<file path="config.mk">
export PLATFORM = sky130hd
export DESIGN_NAME = spi_rx_burst_buffer
export DESIGN_NICKNAME = d
export VERILOG_FILES = /design/src/rtl/spi_rx_burst_buffer.sv
export SDC_FILE = /design/constraint.sdc
export NUM_CORES = 1
export LEC_CHECK = 0
export BUFFER_PORTS_ARGS = -buffer_cell sky130_fd_sc_hd__buf_2
export CAP_MARGIN = 20
export CORE_MARGIN = 2
export CORE_UTILIZATION = 55
export CTS_CLUSTER_DIAMETER = 30
export DETAILED_ROUTE_END_ITERATION = 10
export PLACE_DENSITY = 0.74
export SLEW_MARGIN = 20
export SYNTH_ARGS = -nofsm -noshare
export SYNTH_HDL_FRONTEND = slang
export SYNTH_SLANG_ARGS = --single-unit
</file>
<file path="constraint.sdc">
create_clock -name clk -period 3.7 [get_ports clk]
set_input_delay 1.11 -clock clk [delete_from_list [all_inputs] [get_ports clk]]
set_output_delay 1.11 -clock clk [all_outputs]
set_load 0.1 [all_outputs]
</file>
<file path="src/rtl/spi_rx_burst_buffer.sv">
// SPI read-path burst consumer: requests bytes over RDY, captures on WE_OUT_N rise, buffers in a show-ahead FIFO.
// Optional per-byte request timeout enabled by defining SPI_RX_TIMEOUT_EN.
module spi_rx_burst_buffer #(
    parameter int unsigned FIFO_DEPTH = 16,
    parameter int unsigned ADDR_W     = 4,
    parameter int unsigned LEN_W      = 8
`ifdef SPI_RX_TIMEOUT_EN
    ,
    parameter int unsigned TIMEOUT_CYCLES = 1024
`endif
) (
    input  logic              clk,
    input  logic              rst,
    input  logic              start,
    input  logic [LEN_W-1:0]  len,
    output logic              busy,
    output logic              done,
    input  logic [7:0]        spi_dout,
    input  logic              spi_we_out_n,
    output logic              spi_rdy_out,
    output logic [7:0]        rd_data,
    output logic              rd_valid,
    input  logic              rd_en,
    output logic [ADDR_W:0]   fifo_count,
    output logic              err_timeout
);
    localparam int unsigned CNT_W = ADDR_W + 1;

    typedef enum logic [1:0] {IDLE, REQ, RELEASE, FINISH} state_t;

    state_t             state, state_n;
    logic [LEN_W-1:0]   remain, remain_n;
    logic               busy_n, done_n, rdy_n;
    logic               we_d, rise;
    logic               push, pop, room_n;
    logic [7:0]         mem [FIFO_DEPTH];
    logic [ADDR_W-1:0]  wr_ptr, rd_ptr, rd_ptr_n;
    logic [CNT_W-1:0]   count_n;
    logic [7:0]         head_n;

`ifdef SPI_RX_TIMEOUT_EN
    localparam int unsigned TC_W = $clog2(TIMEOUT_CYCLES + 1);
    logic [TC_W-1:0]    tcnt, tcnt_n;
    logic               err_n;
`endif

    assign rise     = spi_we_out_n & ~we_d;
    assign pop      = rd_en & rd_valid;
    assign count_n  = fifo_count + CNT_W'(push) - CNT_W'(pop);
    assign rd_ptr_n = rd_ptr + ADDR_W'(pop);
    assign room_n   = (count_n < CNT_W'(FIFO_DEPTH));
    // A byte pushed into an otherwise-empty FIFO becomes the head immediately.
    assign head_n   = (push && (wr_ptr == rd_ptr_n)) ? spi_dout : mem[rd_ptr_n];

    always_comb begin
        state_n  = state;
        remain_n = remain;
        busy_n   = busy;
        done_n   = 1'b0;
        rdy_n    = 1'b0;
        push     = 1'b0;
`ifdef SPI_RX_TIMEOUT_EN
        err_n    = err_timeout;
        tcnt_n   = tcnt;
`endif
        case (state)
            IDLE: begin
                if (start && (len != '0)) begin
                    state_n  = REQ;
                    remain_n = len;
                    busy_n   = 1'b1;
                    rdy_n    = room_n;
`ifdef SPI_RX_TIMEOUT_EN
                    err_n    = 1'b0;
                    tcnt_n   = '0;
`endif
                end
            end
            REQ: begin
                // RDY drops on the capture edge so the interface never sees a second request.
                if (rise) begin
                    push     = 1'b1;
                    remain_n = remain - LEN_W'(1);
                    state_n  = RELEASE;
                end
`ifdef SPI_RX_TIMEOUT_EN
                else if (spi_rdy_out && (tcnt == TC_W'(TIMEOUT_CYCLES - 1))) begin
                    err_n   = 1'b1;
                    state_n = FINISH;
                end else begin
                    tcnt_n = tcnt + TC_W'(spi_rdy_out);
                    rdy_n  = room_n;
                end
`else
                else begin
                    rdy_n = room_n;
                end
`endif
            end
            RELEASE: begin
                if (!spi_we_out_n) begin
                    if (remain != '0) begin
                        state_n = REQ;
                        rdy_n   = room_n;
`ifdef SPI_RX_TIMEOUT_EN
                        tcnt_n  = '0;
`endif
                    end else begin
                        state_n = FINISH;
                    end
                end
            end
            FINISH: begin
                done_n  = 1'b1;
                busy_n  = 1'b0;
                state_n = IDLE;
            end
            default: state_n = IDLE;
        endcase
    end

    always_ff @(posedge clk) begin
        if (rst) begin
            state       <= IDLE;
            remain      <= '0;
            busy        <= 1'b0;
            done        <= 1'b0;
            spi_rdy_out <= 1'b0;
            we_d        <= 1'b0;
            wr_ptr      <= '0;
            rd_ptr      <= '0;
            fifo_count  <= '0;
            rd_valid    <= 1'b0;
            rd_data     <= 8'h00;
        end else begin
            state       <= state_n;
            remain      <= remain_n;
            busy        <= busy_n;
            done        <= done_n;
            spi_rdy_out <= rdy_n;
            we_d        <= spi_we_out_n;
            wr_ptr      <= wr_ptr + ADDR_W'(push);
            rd_ptr      <= rd_ptr_n;
            fifo_count  <= count_n;
            rd_valid    <= (count_n != '0);
            rd_data     <= (count_n != '0) ? head_n : 8'h00;
        end
    end

    always_ff @(posedge clk) begin
        if (push) begin
            mem[wr_ptr] <= spi_dout;
        end
    end

`ifdef SPI_RX_TIMEOUT_EN
    always_ff @(posedge clk) begin
        if (rst) begin
            tcnt        <= '0;
            err_timeout <= 1'b0;
        end else begin
            tcnt        <= tcnt_n;
            err_timeout <= err_n;
        end
    end
`else
    assign err_timeout = 1'b0;
`endif

endmodule

</file>
# == Word level (Yosys, flattened, before mapping) ==
# Memory sizes are Yosys's and may differ from the RTL's. A register that Yosys moved wholly into a read port is not among the register bits.
# Index checks and enable logic that the tools add are counted.
# word_totals
reg_bits,28
latch_bits,0
ramBits,128
mem_bits_ro,0
input_bits,21
output_inout_bits,18
wordCells,58
n_memories,1
# mem_list
memory,words,width,read_ports,rd_ports_with_merged_regs,write_ports,line_no,source
mem,16,8,1,1,1,36,logic [7:0] mem [FIFO_DEPTH];
# op_classes
addsub,5
n_mul,0
div_mod_pow,0
magnitude_cmp,1
n_eq_ne,6
shift,0
n_mux,20
n_bitwise,4
n_reduce_logical,11
# ops
cell,count
$mux 8,2
$pmux 8 s2,1
$reduce_bool 8->1,2
$mux 1,10
$add 4x1->4,2
$mux 2,4
$pmux 2 s4,1
$sub 8x1->8 const B,1
$ne 2x2->1 const B,3
$reduce_and 3->1,2
$add 5x1->5,1
$lt 5x5->1 const B,1
$reduce_bool 5->1,1
$sub 5x1->5,1
$eq 2x2->1 const B,2
$reduce_bool 2->1,2
$pmux 1 s3,1
$and 1x1->1,2
$eq 2x1->1 const B,1
$logic_not 2->1,1
$not 1->1,2
$pmux 1 s2,1
$reduce_and 2->1,1
$reduce_or 2->1,1
$logic_and 1x1->1,1

# == Logic depth before layout (Yosys ltp) ==
# depth
ltp_word,10
depth_mapped,11
depth_no_buf,11

# == Least setup slack after synthesis ==
# No wires, ideal clock.
# synth_timing
kind,in2reg
start,input spi_we_out_n
end,register rd_data[0] (read register of mem)
setup_ps,58
arrival_time_ps,3080
required_time_ps,3642
path_slack_ps,562
cell_stages,11
path_buffers,0
path_cell_list,nand4bb_2 > ha_1 > inv_1 > ha_1 > inv_1 > fa_1 > nor2b_1 > o21a_1 > or3_1 > a41oi_2 > o21a_1
# synth_via
elab_chain_len,8
# synth_lines
item,line_no,source
from (decl),19,"input logic spi_we_out_n,"
$and 1x1->1,47,assign rise = spi_we_out_n & ~we_d;
$mux 1,81,if (rise) begin
$mux 1,66,case (state)
$add 5x1->5,49,assign count_n = fifo_count + CNT_W'(push) - CNT_W'(pop);
$sub 5x1->5,49,
$reduce_bool 5->1,146,rd_data <= (count_n != '0) ? head_n : 8'h00;
$not 1->1 (no line),-,
$reduce_or 2->1 (no line),-,
to (decl),21,"output logic [7:0] rd_data,"
# Every way passes these cells.
# A chain may end at the register's enable or synchronous reset.

# == Worst setup path in the final report ==
# layout_timing
start,input rd_en
end,register rd_data[5] (read register of mem)
# layout_via
elab_chain_len,5
word_cells_on_any_way,6
# layout_lines
item,line_no,source
from (decl),23,"input logic rd_en,"
$and 1x1->1 (*),48,assign pop = rd_en & rd_valid;
$sub 5x1->5,49,
$reduce_bool 5->1,146,
$not 1->1 (no line),-,
$reduce_or 2->1 (no line),-,
# Every way passes the cells marked *; elsewhere a longest branch is shown, timed or not.

==> qor.txt <==
final setup fails: 0
HP Class: flop to flop
TritonCTS clock tree: done
CP peak stage delay: 0.51 ns
RSZ-0062 raised after global routing: false
vias in the first global route: 3,746
CP top delay family: compound AO/OA/AOI/OAI gates
EDFF count, synth: 128
R2R Setup Slk: 0.87 ns
die height: 115 µm
Post-Synth Adder-Cell Area: 2.31%
#FFs+latches synth: 164
max_cap viols: 0
layout overhead on the synthesized area: 15.0%
Synthesized Nets: 477
HPWL Detailed: 8500 µm
Worst Hold Depth: 2
Tcrit/Tclk final: 83.6%
final WL: 13,400 µm
Root Driver: clkbuf_16
post-synth cell types: 51
first-pass GRT wire length: 20,400 µm
CORE AREA: 12,100 µm²
Sink Count: 164
Initial Utilization: 56.6%
dpl cell area: 7260 µm²
largest net degree at the start of global routing: 35
wire length on met3: 797 µm
clock transition time at the flip-flop clock pins of the worst setup and hold paths: 0.06 ns
relative slew slack: 47.4%
DRC: 0
worst hold endpoint: remain[7]$_SDFFE_PP0P_
setup TNS: 0 ns
Die W: 115 µm
Top Layer Used: met4
hold buffer count at CTS: 0
post-route ant nets: 0
CTS max path bufs: 2
Mapped Area: 6820 µm²
R2R depth: 11
Syn Inst Count: 444
Worst Hold Launch: remain[7]$_SDFFE_PP0P_
Resized Gates After CTS: 0
detailed-route via count: 3,866
Total Die Area: 13,300 µm²
WP data arrival: 3.45 ns
Worst-Margin Slew: 0.787 ns
CP Class: primary input to flop
Synth Area in Simple Gates: 8.95%
CTS buffer count: 17
met2 WL: 6150 µm
Fin Clk Skew: 0.00402 ns
nets: 530
CP Launch Type: primary input
multiplexer share of the synthesized area: 10.8%
Final Hold Vio Count: 0
peak supply drop: 0.590 mV
Critical Path Fanout Max: 9
H-tree levels: 4
Final Core Density: 65.1%
Hold WS: 0.484 ns
largest family of logic cells by synthesized area: multiplexers
f_max: 0.323 GHz
status: finished clean
wl on met1: 5900 µm
total I/O pin count: 39
share of cells above drive strength 1: 23.5%
post-synthesis compound-gate area fraction: 6.29%
Power Density: 666 nW/µm²
worst r2r src: state[1]$_SDFFE_PP0P_
Avg WL per Cell: 19.7 µm
Post-CTS Setup Bufs: 0
Critical Path End Type: flop
initial antenna violation count: 0
Seq/Total Area, Yosys: 66.9%
Syn Area/Cell: 15.4 µm²
cell area after layout: 7850 µm²
asr flop ratio synth: 0%
Site Rows: 40
GRT Residual Overflow: 0
buffers and inverters on the worst path: 3
DR iter-0 viols: 254
CP cell instances: buf_2, and2_1, ha_1, inv_1, ha_1, inv_1, fa_1, nor2b_1, o21a_1, o21ai_0, a41oi_2, o21a_1
Synth Area in XOR/XNOR: 1.85%
Leakage: 2.79 nW
GR Util All Layers: 21.4%
CP max stage cell: a41oi_2
DRT Pass-1 Iters: 4
Slew Viols, Final: 0
Routability Congestion: 0.827
synth warn: 0
Worst-Skew Late Latency: 0.42 ns
min Tclk post-route: 3.09 ns
R2R Path End: rd_data[5]$_SDFF_PP0_
Antenna Cells: 0
Critical Path RT: 4.06 ns
Main synth FF type: edfxtp_1
via-per-instance ratio: 5.70
port bufs: 37
-- Yosys cell counts, types with 3 or more instances --
cell type	n	area, µm²
edfxtp_1	128	3840
nor2_1	37	139
dfxtp_1	36	721
nand2_1	30	113
mux4_2	27	608
inv_1	18	67.6
a21oi_1	15	75.1
ha_1	11	138
nand3_1	11	55.1
nand2b_1	10	62.6
o21a_1	10	75.1
o21ai_0	10	50.1
or3_1	10	62.6
buf_2	9	45.0
nor2b_1	8	50.1
o2111a_1	8	90.1
xor2_1	7	61.3
clkbuf_1	6	22.5
nor3_1	6	30.0
mux4_1	5	131
a211oi_1	4	30.0
xnor2_1	3	26.3
-- per-layer routing --
metal / GRT usage [%] / vias up
met1: 30.2 / 1883
met3: 4.80 / 33
li1: - / 1799
met4: 11.8 / 0
met2: 31.2 / 151
met5: 0 / -
-- cell usage in the layout, fill, tap and decap left out, types with 5 or more instances in the layout --
cell type and n:
inv_1 18, nand2b_1 10, or3_1 10, mux4_1 5, xor2_1 7, nand2_1 30
nor3_1 6, nand3_1 11, o21a_1 10, o2111a_1 8, mux4_2 27, edfxtp_1 128
dfxtp_1 36, o21ai_0 10, ha_1 10, buf_4 16, clkbuf_16 17, nor2_1 37
buf_2 37, nor2b_1 8, a21oi_1 15
-- worst min-delay path: cells and delay by family (launching register included) --
kind	cells	cell delay, ns
flops	1	0.30
compound gates	2	0.14
-- worst max path at each step --
stage,start,slack (ns),end,cells after the start
floorplan,spi_we_out_n,0.56,rd_data[0]$_SDFF_PP0_,11
global placement,spi_we_out_n,0.30,rd_data[1]$_SDFF_PP0_,12
detailed placement,spi_we_out_n,0.23,rd_data[3]$_SDFF_PP0_,12
CTS,rd_en,0.62,rd_data[3]$_SDFF_PP0_,12
global route,spi_we_out_n,0.48,rd_data[3]$_SDFF_PP0_,12
finish,rd_en,0.61,rd_data[5]$_SDFF_PP0_,12
-- power by group --
part,internal (W),switching (W)
registers,0.00207,0.0000498
clock network,0.00105,0.000685
logic,0.000465,0.000908
-- area by class of cell --
type / instances / area (µm²)
tap: 168 / 210
clock inverter: 14 / 160
fill: 836 / 4210
multi-input combinational: 240 / 2070
clock buffer: 18 / 429
inverter: 19 / 71.3
timing repair buffer: 55 / 345
sequential: 164 / 4560
-- state kept, by name, summed over array words and instances, names as in the netlist --
| register | cells |
|---|---|
| busy | 1 |
| done | 1 |
| fifo_count | 5 |
| mem | 128 |
| rd_data | 8 |
| rd_ptr | 4 |
| rd_valid | 1 |
| remain | 8 |
| spi_rdy_out | 1 |
| state | 2 |
| we_d | 1 |
| wr_ptr | 4 |
-- kinds of logic (layout without fill, tap and decap cells) --
family / after synthesis / count (layout)
XOR/XNOR: 12 / 12
multiplexers: 32 / 32
adder cells (fa/ha/maj): 12 / 12
flip-flops: 164 / 164
other: 1 / 1
AND/OR/NAND/NOR: 124 / 124
buffers and inverters: 40 / 106
AO/OA/AOI/OAI: 59 / 59
-- through the flow --
| stage | std cells | total power [W] | worst slack [ns] |
|---|---|---|---|
| after floorplan | 444 | 0.00328 | 0.562 |
| after global placement | 646 | 0.00350 | 0.296 |
| after detailed placement | 646 | 0.00353 | 0.226 |
| after CTS | 678 | 0.00526 | 0.616 |
| after global routing | 678 | 0.00542 | 0.483 |
| final | 678 | 0.00523 | 0.608 |
No activity file was read; power rests on OpenSTA's default activity.
